--- src/rtl/prefix_adder_pipe.sv ---
// prefix_adder_pipe: pipelined Kogge-Stone add/sub with valid/ready and a sideband tag.
// Define PREFIX_ADDER_PIPE_STATS_EN to add the op_count/stall_count outputs.
module prefix_adder_pipe #(
  parameter int WIDTH     = 32,
  parameter int REG_EVERY = 2,
  parameter int TAG_W     = 4
) (
  input  logic             clk,
  input  logic             reset,
  input  logic             in_valid,
  output logic             in_ready,
  input  logic [WIDTH-1:0] a,
  input  logic [WIDTH-1:0] b,
  input  logic             cin,
  input  logic             sub,
  input  logic [TAG_W-1:0] in_tag,
  output logic             out_valid,
  input  logic             out_ready,
  output logic [WIDTH-1:0] sum,
  output logic             cout,
  output logic             ovf,
  output logic [TAG_W-1:0] out_tag
`ifdef PREFIX_ADDER_PIPE_STATS_EN
  ,
  output logic [31:0]      op_count,
  output logic [31:0]      stall_count
`endif
);

  localparam int LG = $clog2(WIDTH);
  localparam int NG = (LG + REG_EVERY - 1) / REG_EVERY;

  logic                        advance;
  logic [NG:0]                 v;
  logic [NG:0][WIDTH-1:0]      rg;
  logic [NG-1:0][WIDTH-1:0]    rp;
  logic [NG:0][WIDTH-1:0]      rx;
  logic [NG:0]                 rc;
  logic [NG:0]                 rsa;
  logic [NG:0]                 rsb;
  logic [NG:0][TAG_W-1:0]      rt;

  logic [NG:0][WIDTH-1:0]      gin;
  logic [NG-1:0][WIDTH-1:0]    pin;

  logic [WIDTH-1:0] bm;
  logic [WIDTH-1:0] g0;
  logic [WIDTH-1:0] p0;
  logic             c0;

  // Bit 0 absorbs the carry-in so the prefix tree needs no extra column.
  always_comb begin
    bm    = sub ? ~b : b;
    c0    = sub | cin;
    g0    = a & bm;
    p0    = a | bm;
    g0[0] = (a[0] & bm[0]) | (a[0] & c0) | (bm[0] & c0);
    p0[0] = g0[0];
  end

  assign gin[0] = g0;
  assign pin[0] = p0;

  for (genvar l = 0; l < LG; l++) begin : g_lvl
    localparam int D = 1 << l;
    logic [WIDTH-1:0] gi;
    logic [WIDTH-1:0] pi;
    logic [WIDTH-1:0] go;
    if (l % REG_EVERY == 0) begin : g_head
      assign gi = rg[l / REG_EVERY];
      assign pi = rp[l / REG_EVERY];
    end else begin : g_mid
      assign gi = g_lvl[l-1].go;
      assign pi = g_lvl[l-1].g_p.po;
    end
    assign go = gi | (pi & {gi[WIDTH-1-D:0], {D{1'b0}}});
    if (l < LG - 1) begin : g_p
      logic [WIDTH-1:0] po;
      assign po = pi & {pi[WIDTH-1-D:0], {D{1'b1}}};
    end
  end

  for (genvar i = 0; i < NG; i++) begin : g_grp
    localparam int LAST =
      ((i + 1) * REG_EVERY < LG) ? (i + 1) * REG_EVERY - 1 : LG - 1;
    assign gin[i+1] = g_lvl[LAST].go;
    if (i < NG - 1) begin : g_pp
      assign pin[i+1] = g_lvl[LAST].g_p.po;
    end
  end

  assign out_valid = v[NG];
  assign advance   = ~out_valid | out_ready;
  assign in_ready  = advance;

  // Global stall: every stage, bubbles included, moves only on advance.
  always_ff @(posedge clk or posedge reset) begin
    if (reset) begin
      v   <= '0;
      rg  <= '0;
      rp  <= '0;
      rx  <= '0;
      rc  <= '0;
      rsa <= '0;
      rsb <= '0;
      rt  <= '0;
    end else if (advance) begin
      v   <= {v[NG-1:0], in_valid};
      rg  <= gin;
      rp  <= pin;
      rx  <= {rx[NG-1:0], a ^ bm};
      rc  <= {rc[NG-1:0], c0};
      rsa <= {rsa[NG-1:0], a[WIDTH-1]};
      rsb <= {rsb[NG-1:0], bm[WIDTH-1]};
      rt  <= {rt[NG-1:0], in_tag};
    end
  end

  assign sum     = rx[NG] ^ {rg[NG][WIDTH-2:0], rc[NG]};
  assign cout    = rg[NG][WIDTH-1];
  assign ovf     = (rsa[NG] == rsb[NG]) & (sum[WIDTH-1] != rsa[NG]);
  assign out_tag = rt[NG];

`ifdef PREFIX_ADDER_PIPE_STATS_EN
  always_ff @(posedge clk or posedge reset) begin
    if (reset) begin
      op_count    <= '0;
      stall_count <= '0;
    end else begin
      if (out_valid & out_ready)
        op_count <= op_count + 32'd1;
      if (out_valid & ~out_ready & (stall_count != '1))
        stall_count <= stall_count + 32'd1;
    end
  end
`endif

endmodule

--- config.mk ---
export PLATFORM = sky130hd
export DESIGN_NAME = prefix_adder_pipe
export DESIGN_NICKNAME = d
export VERILOG_FILES = /design/src/rtl/prefix_adder_pipe.sv
export SDC_FILE = /design/constraint.sdc
export NUM_CORES = 1
export LEC_CHECK = 0
export ABC_AREA = 0
export CORE_ASPECT_RATIO = 0.9
export CORE_MARGIN = 2
export CORE_UTILIZATION = 54
export CTS_CLUSTER_SIZE = 25
export DETAILED_ROUTE_END_ITERATION = 12
export GPL_ROUTABILITY_DRIVEN = 0
export PLACE_DENSITY_LB_ADDON = 0.12
export SETUP_SLACK_MARGIN = 0.4
export SLEW_MARGIN = 30
export SYNTH_ARGS = -nofsm -noshare
export SYNTH_HDL_FRONTEND = slang
export SYNTH_SLANG_ARGS = --single-unit
--- constraint.sdc ---
create_clock -name clk -period 29.8 [get_ports clk]
set_clock_uncertainty 0.15 [all_clocks]
set_input_delay 5.96 -clock clk [delete_from_list [all_inputs] [get_ports clk]]
set_output_delay 5.96 -clock clk [all_outputs]
set_load 0.01 [all_outputs]
Word-level counts from Yosys, hierarchy flattened
Index checks and enable logic that the tools add are counted.

operators by class
  eq/ne operators = 2
  multiplexer cells = 1
  bitwise operators = 28

operator list
  kind            number
  $and 32x32->32  10
  $or 32x32->32   6
  $xor 32x32->32  2
  $mux 32         1
  $not 32->32     1
  $and 1x1->1     4
  $or 1x1->1      4
  $eq 1x1->1      1
  $ne 1x1->1      1
  $not 1->1       1

word-level totals
  register bits = 384
  input bits = 74

Logic depth before layout (Yosys ltp)
  word-level depth = 5
  depth in mapped cells = 7
  gate-level depth less buffers = 5

Least setup slack after synthesis
No wires, ideal clock.

  kind = input to output
  start point = in out_ready
  end point = out in_ready
  arrival time = 6542 ps
  path slack = 17148 ps
  cell stages on the path = 5
  cells stage by stage = nor2b_4 buf_6 inv_4 buf_2 buf_2

on the way
  cells in the longest elaborated chain, start to end = 1

ends and longest elaborated chain
  element          RTL line  RTL
  start, declared  18        input logic out_ready,
  $or 1x1->1       93        assign advance = ~out_valid | out_ready;
  end, declared    11        output logic in_ready,

Every way passes these cells.

Worst setup path in the final report
Same ends and word-level chain as after synthesis.

==> impl_metrics.ini <==
[worst_setup_path]
worstSetupStartpoint = out_ready
cp.required_ns = 23.69
path_max_fanout = 173
cp_slowest_cell = clkinv_8
slowest_delay_ns = 0.75
reg2reg_slack_ns = 26.08
worstPathArrival_ns = 8.74
end_kind = primary output
cp-start-kind = input port
reg2reg_from = v[3]
cp_common_cell = clkdlybuf4s50_1
crit_chain = clkdlybuf4s50_1, nor2b_4, buf_4, clkinv_8, clkdlybuf4s50_1
worstSetupPathType = input port to primary output

[global_routing]
grt_pass1_wl_microns = 58700
use_met3_pct = 2.92
grt.busiest_layer = met1
grt_max_degree = 174
antenna_found_initial = 0
grt.met1_usage_pct = 37.2
use_met2_pct = 36.0
first_global_vias = 11400
gr-total-overflow = 0
grtUsageTotal_pct = 23.8

[placement]
port-buffer-count = 113
pre_cts_slack_ns = 14.95
hpwl_microns = 24300

[synthesis]
yosys.area.top_type = dfrtp_1
netlist_area_sq_um = 16200
async_flop_share_pct = 100
ys_ff_latch = 363
synth.cells.most_frequent = nand2_1 (721), dfrtp_1 (363), a21oi_1 (97)
yosysMostFrequentCell = nand2_1
syn-num-nets = 1877
synth_ff_type = dfrtp_1
syn_inst = 1740
synth.top_cell.area_share_pct = 56.2
ys_seq_area_share_pct = 56.2
synth_area_per_cell_sq_um = 9.28
synth.distinct_cells = 32
yosysWarnings = 0
synth_edf_count = 0
synth_area_leaders = dfrtp_1 (56%), nand2_1 (17%), ha_1 (4.9%)

[outcome]
status = complete, no violations

[die]
die_h_microns = 168
ios = 114
initial_core_util_pct = 54.5
core-area_sq_um = 29700
die_w_microns = 186
dieArea_sq_um = 31300
num_rows = 60

[routing]
drtPass1Iterations = 5
ant_nets = 0
drt_wl_total_microns = 35500
via_count = 11700
vias_per_cell = 5.24
post_drt_wl_per_cell_microns = 15.8
drt_iter0_markers = 894
drc = 0

[timing]
slew_headroom_pct = 36.0
drv_slew = 0
holdWs_ns = 0.310
worst_slew_pin_slew_ns = 0.960
fin_ws_ns = 14.95
timing.final.crit_share_pct = 49.8
fmax_ghz = 0.0673
rsz0062_at_grt = false
fin_crit_ns = 14.85
fin_tns_setup_ns = 0
hold_viol = 0
finalSetupViolations = 0

[layout]
final.fill_count = 2508
drive_gt1_share_pct = 4.57
antenna_cells = 0
finalNetCount = 1951
area_growth_pct = 15.2

[pwr]
p_leak_nw = 9.14
finalPower_mw = 1.92
pwr-share-comb_pct = 30.3
sequentialPowerShare_pct = 45.6
ir_worst_vdd_uv = 72.8
power.density_nw_per_um2 = 103
power_switching_mw = 0.693
pwr-share-clk_pct = 24.1
internal_power_mw = 1.22
switching_share_pct = 36.2

[clock_tree]
htree_levels = 2
clkSinkCount = 363
cts_tree = built
cts_root_buffer = clkbuf_16
post-cts-setup-buffer-count = 0
clk_pin_slew_ns = 0.06
postCtsHoldBufs = 0
ctsResizeCount = 0
worstSkewPairLatency_ns = 0.51
cts_made_buffers = 37
clock_path_buffers = 3

[run]
maxCapViolations = 0

[hold_path]
hold_start = v[2]
hold_class = flop to flop
## cell usage in the layout, fill, tap and decap left out, types with 14 or more instances in the layout
| master | synthesis | final |
|---|---|---|
| xor2_1 | 39 | 39 |
| inv_1 | 63 | 62 |
| clkdlybuf4s50_1 | 0 | 112 |
| nor2_1 | 68 | 68 |
| a21oi_1 | 97 | 97 |
| ha_1 | 63 | 63 |
| dfrtp_1 | 363 | 363 |
| o211ai_1 | 23 | 23 |
| o21ai_0 | 37 | 37 |
| clkbuf_16 | 0 | 37 |
| a21o_1 | 14 | 14 |
| o21a_1 | 24 | 24 |
| o31ai_1 | 22 | 22 |
| nor3_1 | 20 | 20 |
| nand2_1 | 721 | 721 |
| xnor2_1 | 25 | 25 |
## worst paths after layout
| check | depth (start not counted) | to |
|---|---|---|
| worst max-delay path | 5 | in_ready |
| worst min-delay path | 2 | v[2] |
| worst max register to register | 7 | g_lvl[2].gi[23] |
| max in group asynchronous | 4 | g_lvl[2].pi[28] |
| min in group asynchronous | 2 | rx[90] |
| worst min register to register | 2 | v[2] |
## cell families after synthesis
| logic type | Yosys count | share of synthesized area, % |
|---|---|---|
| AND/OR/NAND/NOR | 840 | 20.1 |
| flip-flops | 363 | 56.2 |
| AO/OA/AOI/OAI | 253 | 10.2 |
| buffers and inverters | 153 | 4.80 |
| XOR/XNOR | 64 | 3.47 |
| adder cells (fa/ha/maj) | 63 | 4.88 |
| multiplexers | 4 | 0.248 |
## metrics by stage
| stage | instances | util, % | area [sq um] |
|---|---|---|---|
| floorplan | 1740 | - | 16200 |
| global placement | 2177 | 58.5 | 17300 |
| detailed placement | 2177 | 58.5 | 17400 |
| CTS | 2241 | 62.6 | 18600 |
| global route | 2242 | 62.8 | 18600 |
| finish | 2242 | 62.8 | 18600 |
## power by group through the flow
stage	registers, mW	logic, mW	clock network (mW)
after floorplan	0.814	0.407	0
after global placement	0.875	0.572	0
after detailed placement	0.880	0.585	0
after CTS	0.873	0.588	0.470
after global routing	0.901	0.662	0.490
final	0.875	0.581	0.461
## critical path: cells and delay by family
kind          cells  cell delay, ns
buf+inv           4            2.60
simple gates      1            0.11
## routing by layer
| layer | share of wire [%] | up-vias | wire (microns) |
|---|---|---|---|
| li1 | - | 5749 | - |
| met1 | 50 | 5731 | 17800 |
| met2 | 44 | 215 | 15800 |
| met3 | 3.8 | 47 | 1360 |
| met4 | 1.6 | 0 | 567 |
| met5 | 0 | - | 0 |
## layout make-up
| cell class | instances | area, sq um | area share (%) |
|---|---|---|---|
| multi-input combinational | 1224 | 6290 | 33.8 |
| clock inverter | 11 | 113 | 0.605 |
| clock buffer | 53 | 1110 | 5.94 |
| timing repair buffer | 124 | 1240 | 6.68 |
| tap | 403 | 504 | 2.71 |
| sequential | 363 | 9080 | 48.8 |
| inverter | 64 | 265 | 1.43 |
## sequential cells by signal (all words and copies together) (netlist names)
name	flops
rsb	4
out_tag	4
rg	31
rc	4
v	4
cout	1
g_lvl.pi	75
rsa	4
rx	128
rt	12
g_lvl.gi	96
Note: power is estimated with default switching activity, not from simulation.
